$ cat config.mk
export PLATFORM = sky130hd
export DESIGN_NAME = pipeline_control_unit
export DESIGN_NICKNAME = d
export VERILOG_FILES = /design/src/rtl/pipeline_control_unit.sv
export SDC_FILE = /design/constraint.sdc
export NUM_CORES = 1
export LEC_CHECK = 0
export CAP_MARGIN = 10
export CORE_MARGIN = 1.5
export CORE_UTILIZATION = 25
export DETAILED_ROUTE_END_ITERATION = 10
export PLACE_DENSITY = 0.81
export SLEW_MARGIN = 20
export SYNTH_ARGS = -nofsm -noshare
export SYNTH_HDL_FRONTEND = slang
export SYNTH_SLANG_ARGS = --single-unit
$ cat constraint.sdc
create_clock -name clk -period 2.7 [get_ports clk]
set_clock_uncertainty 0.05 [all_clocks]
set_input_delay 0.54 -clock clk [delete_from_list [all_inputs] [get_ports clk]]
set_output_delay 0.54 -clock clk [all_outputs]
set_load 0.03 [all_outputs]
$ cat src/rtl/pipeline_control_unit.sv
// pipeline_control_unit
//   Hazard and stall controller for a 5-stage pipeline (IF, OF, EX, MA, RW).
//   It resolves taken branches (flush IF/OF, bubble OF/EX), RAW interlocks
//   (freeze PC and IF/OF, bubble OF/EX) and multi-cycle mul/div/mod ops
//   (freeze everything upstream of MA, handshake with the MDU).
//
//   Optional build macro: PIPE_PERF_COUNTERS_EN enables the saturating
//   stall/flush performance counters; when undefined both read as 0.
//
// Ports
//   clk, rst                  clock, synchronous active-high reset
//   isDataInterLock           RAW hazard between OF and EX instructions
//   isBranchTaken             EX-stage branch resolved taken
//   input_EX_IR[31:0]         EX-stage instruction, opcode in [31:27]
//   mdu_done                  MDU result ready (one-cycle pulse)
//   pc_en .. ma_rw_en         load enables for PC and pipeline latches
//   if_of_flush, of_ex_bubble, ex_ma_bubble   load NOP into that latch
//   mdu_start                 one-cycle MDU start pulse
//   stall_cycles, flush_count performance counters (CNT_W bits)
module pipeline_control_unit #(
  parameter int CNT_W = 16
) (
  input  logic             clk,
  input  logic             rst,
  input  logic             isDataInterLock,
  input  logic             isBranchTaken,
  input  logic [31:0]      input_EX_IR,
  input  logic             mdu_done,
  output logic             pc_en,
  output logic             if_of_en,
  output logic             of_ex_en,
  output logic             ex_ma_en,
  output logic             ma_rw_en,
  output logic             if_of_flush,
  output logic             of_ex_bubble,
  output logic             ex_ma_bubble,
  output logic             mdu_start,
  output logic [CNT_W-1:0] stall_cycles,
  output logic [CNT_W-1:0] flush_count
);

  typedef enum logic [1:0] {
    RUN       = 2'd0,
    MDU_START = 2'd1,
    MDU_WAIT  = 2'd2,
    RELEASE   = 2'd3
  } state_t;

  localparam logic [4:0] OP_MUL = 5'b00010;
  localparam logic [4:0] OP_DIV = 5'b00011;
  localparam logic [4:0] OP_MOD = 5'b00100;

  state_t     state, state_next;
  logic [4:0] ex_opcode;
  logic       mdu_op;
  logic       unused_ir_bits;

  assign ex_opcode      = input_EX_IR[31:27];
  assign mdu_op         = (ex_opcode == OP_MUL) || (ex_opcode == OP_DIV) ||
                          (ex_opcode == OP_MOD);
  assign unused_ir_bits = ^input_EX_IR[26:0];

  always_ff @(posedge clk) begin
    if (rst) state <= RUN;
    else     state <= state_next;
  end

  always_comb begin
    state_next   = state;
    pc_en        = 1'b0;
    if_of_en     = 1'b0;
    of_ex_en     = 1'b0;
    ex_ma_en     = 1'b0;
    ma_rw_en     = 1'b0;
    if_of_flush  = 1'b0;
    of_ex_bubble = 1'b0;
    ex_ma_bubble = 1'b0;
    mdu_start    = 1'b0;

    if (rst) begin
      state_next = RUN;
    end else begin
      unique case (state)
        RUN: begin
          if (isBranchTaken) begin
            {pc_en, if_of_en, of_ex_en, ex_ma_en, ma_rw_en} = '1;
            if_of_flush  = 1'b1;
            of_ex_bubble = 1'b1;
          end else if (mdu_op) begin
            // Hold the op in EX; MA receives a bubble while RW drains.
            ma_rw_en     = 1'b1;
            ex_ma_bubble = 1'b1;
            state_next   = MDU_START;
          end else if (isDataInterLock) begin
            of_ex_en     = 1'b1;
            ex_ma_en     = 1'b1;
            ma_rw_en     = 1'b1;
            of_ex_bubble = 1'b1;
          end else begin
            {pc_en, if_of_en, of_ex_en, ex_ma_en, ma_rw_en} = '1;
          end
        end
        MDU_START: begin
          ma_rw_en     = 1'b1;
          ex_ma_bubble = 1'b1;
          mdu_start    = 1'b1;
          state_next   = MDU_WAIT;
        end
        MDU_WAIT: begin
          ma_rw_en     = 1'b1;
          ex_ma_bubble = 1'b1;
          if (mdu_done) state_next = RELEASE;
        end
        RELEASE: begin
          // The finished op leaves EX now; mdu_op is not looked at here so
          // the same instruction cannot restart the unit.
          {pc_en, if_of_en, of_ex_en, ex_ma_en, ma_rw_en} = '1;
          state_next = RUN;
        end
        default: state_next = RUN;
      endcase
    end
  end

`ifdef PIPE_PERF_COUNTERS_EN
  logic [CNT_W-1:0] stall_q, flush_q;

  always_ff @(posedge clk) begin
    if (rst) begin
      stall_q <= '0;
      flush_q <= '0;
    end else begin
      if (!pc_en && (stall_q != '1)) stall_q <= stall_q + CNT_W'(1);
      if (if_of_flush && (flush_q != '1)) flush_q <= flush_q + CNT_W'(1);
    end
  end

  assign stall_cycles = stall_q;
  assign flush_count  = flush_q;
`else
  assign stall_cycles = '0;
  assign flush_count  = '0;
`endif

endmodule

==> impl_metrics.tcl, run 1 <==
set metrics [dict create \
    status "completed" \
    start_util 0.269 \
    hold_violations 0 \
    cp.required_ns 2.11 \
    wl_um 1020 \
    slowest_stage "or3b_4" \
    reg2reg_slack_ns 0.91 \
    synth_area_per_cell_sq_um 7.91 \
    yosysWarnings 0 \
    drv_slew 0 \
    worstSetupPathType "primary input to output port" \
    p_leak_nw 0.364 \
    clockBufferDepth 2 \
    clk_pin_slew_ns 0.03 \
    top_regs "state x2" \
    grt_max_degree 6 \
    syn-cell-area_sq_um 538 \
    reg2reg_depth 7 \
    crit_top_cell "buf_4" \
    worst_setup_path_start_kind "primary input" \
    die_x_um 49.4 \
    ios 78 \
    cts_buffers 3 \
    io_buffers 18 \
    worstHoldStart "state[1]" \
    grt_pass1_wl_um 1570 \
    whs_ns 0.542 \
    ys_seq_area_frac 0.0744 \
    min_to "state[1]" \
    fin_crit_sh 0.968 \
    worst-path-buf-inv 3 \
    antenna-diode-count 0 \
    dieArea_sq_um 2440 \
    cp_data_arrival_time_ns 2.02 \
    place_ws_ns -0.482 \
    worst_hold_path.num_cells 2 \
    fmax_ghz 0.383 \
    ys_ff_latch 2 \
    powerDensity_nw_per_um2 355 \
    cts_tree "done" \
    gp_congestion 0.717 \
    antenna_left 0 \
    drc_errors 0 \
    tns_ns 0 \
    die_h_um 49.4 \
    area_delta_synth_final_pct 33.5 \
    top_register "state" \
    finalSetupViolCount 0 \
    antenna_found_initial 0 \
    synth_cells 68 \
    r2r-start "state[0]" \
    wl_per_cell_um 8.32 \
    drv_cap 0 \
    vias_per_cell 3.61 \
    power.total_w 0.000255 \
    drive_above_1_share 0.263 \
    cts_sinks 2 \
    hold_path.class "flop to flop" \
    insertion_delay_ns 0.23 \
    groute.usage.overall 0.0835 \
    synth_cell_types 19 \
    place_area_sq_um 678 \
    rsz0062_at_grt "false" \
    cp_cell_sequence "dlygate4sd2_1, or3b_4, a211oi_4, buf_4, a31oi_4, nor3_2, buf_4" \
    endpoint_kind "output port" \
    dr.pass1.iters 4 \
    coreArea_sq_um 2000 \
    max_stage_delay_ns 0.41 \
    fin_crit_ns 2.61 \
    hpwl_um 862 \
    design_area_sq_um 718 \
    ir_worst_vdd_mv 0.116 \
    htree_levels 1 \
    largest_register_ffs 2 \
    critPathTopFamily "buffers and inverters" \
    cp_max_fo 3 \
    worstReg2RegEnd "state[1]" \
    grt_pass1_vias 378 \
    rows 16 \
    setup_ws_ns 0.0867 \
    grt_overflow 0 \
    clockRootBuffer "clkbuf_4" \
    drt-initial-drc-count 5 \
    vias 440 \
    layout.nets 139 \
]
where the power goes:
part,internal (W),leakage (nW),total [W],switching (W)
Combinational,0.0000462,0.334,0.000155,0.000108
Clock,0.0000492,0.0138,0.0000675,0.0000183
Sequential,0.0000309,0.0162,0.0000325,0.00000161
cell type report:
type                            instances  area, sq um
Tap cell                               27         33.8
Fill cell                             224         1280
Inverter                                5         18.8
Clock buffer                            3         22.5
Timing Repair Buffer                   27          235
Multi-Input combinational cell         58          368
Sequential cell                         2         40.0
how the worst max path moves through the flow:
stage | end | depth (start not counted) | slack, ns | start
6_report | ex_ma_bubble | 7 | 0.09 | input_EX_IR[28]
3_3_place_gp | if_of_en | 6 | -0.44 | input_EX_IR[29]
4_1_cts | ex_ma_bubble | 7 | 0.04 | input_EX_IR[28]
3_5_place_dp | pc_en | 6 | -0.48 | input_EX_IR[29]
5_1_grt | ex_ma_bubble | 7 | 0.02 | input_EX_IR[28]
2_1_floorplan | ex_ma_bubble | 4 | 0.18 | input_EX_IR[27]
synthesized netlist by cell type, drive strengths merged:
cell    number  share of area
or2b         1          0.016
or3b         1          0.021
and3         2          0.023
o31a         2          0.033
conb         1         0.0070
o21ai        1         0.0093
a31oi        1          0.012
a311oi       2          0.044
dfxtp        2          0.074
a211oi       1          0.023
buf         34           0.47
nor2b        2          0.023
nor3         3          0.028
nor2         3          0.021
inv          5          0.035
ha           5           0.12
mux2i        1          0.019
o221a        1          0.021
stage by stage:
step | cells | util
finish | 122 | 0.359
global route | 122 | 0.359
CTS | 122 | 0.359
detailed placement | 119 | 0.339
global placement | 119 | 0.339
floorplan | 99 | -
worst reg2reg max path, cell delays in order (launching register included):
cell and delay, ns:
dfxtp_1 0.40, inv_1 0.09, ha_1 0.26, o31a_1 0.15, buf_4 0.14, a311oi_2 0.29
mux2i_1 0.23, nor2_1 0.06
repair_timing:
action,CTS,global route
setup buffers,0,0
pin swaps,3,1
gates cloned,0,0
endpoints found under the setup margin,6,1
resized for setup,28,0
hold buffers,0,0
logic make-up (layout without fill, tap and decap cells):
| family | after synthesis | count (layout) | share of synthesized area |
|---|---|---|---|
| other | 1 | 32 | 0.00697 |
| AO/OA/AOI/OAI | 8 | 8 | 0.142 |
| multiplexers | 1 | 1 | 0.0186 |
| buffers and inverters | 39 | 35 | 0.509 |
| adder cells (fa/ha/maj) | 5 | 5 | 0.116 |
| flip-flops | 2 | 2 | 0.0744 |
| AND/OR/NAND/NOR | 12 | 12 | 0.133 |
placed cells by master, fill, tap and decap left out, drive strengths merged:
master / n
or3b: 1
a311oi: 2
or2b: 1
clkdlybuf4s15: 3
a31oi: 1
o221a: 1
o21ai: 1
nor2b: 2
nor3: 3
clkdlybuf4s50: 9
buf: 12
conb: 32
a211oi: 1
ha: 5
clkbuf: 3
o31a: 2
inv: 5
dlygate4sd2: 3
dfxtp: 2
nor2: 3
mux2i: 1
and3: 2
layer usage:
| metal | wire length (um) | up-vias | global-route usage | part of all wire |
|---|---|---|---|---|
| met3 | 100 | 0 | 0.0276 | 0.099 |
| li1 | - | 212 | - | - |
| met5 | 0 | - | 0 | 0 |
| met4 | 0 | 0 | 0.0417 | 0 |
| met2 | 508 | 33 | 0.137 | 0.50 |
| met1 | 405 | 195 | 0.0961 | 0.40 |
Note: power is estimated with default switching activity, not from simulation.
==> inputs of run 2 (changes only) <==
- HOLD_SLACK_MARGIN: not set -> 0.03
==> results of run 2 <==
No change in the layout: final DEF, timing and power equal those of run 1.
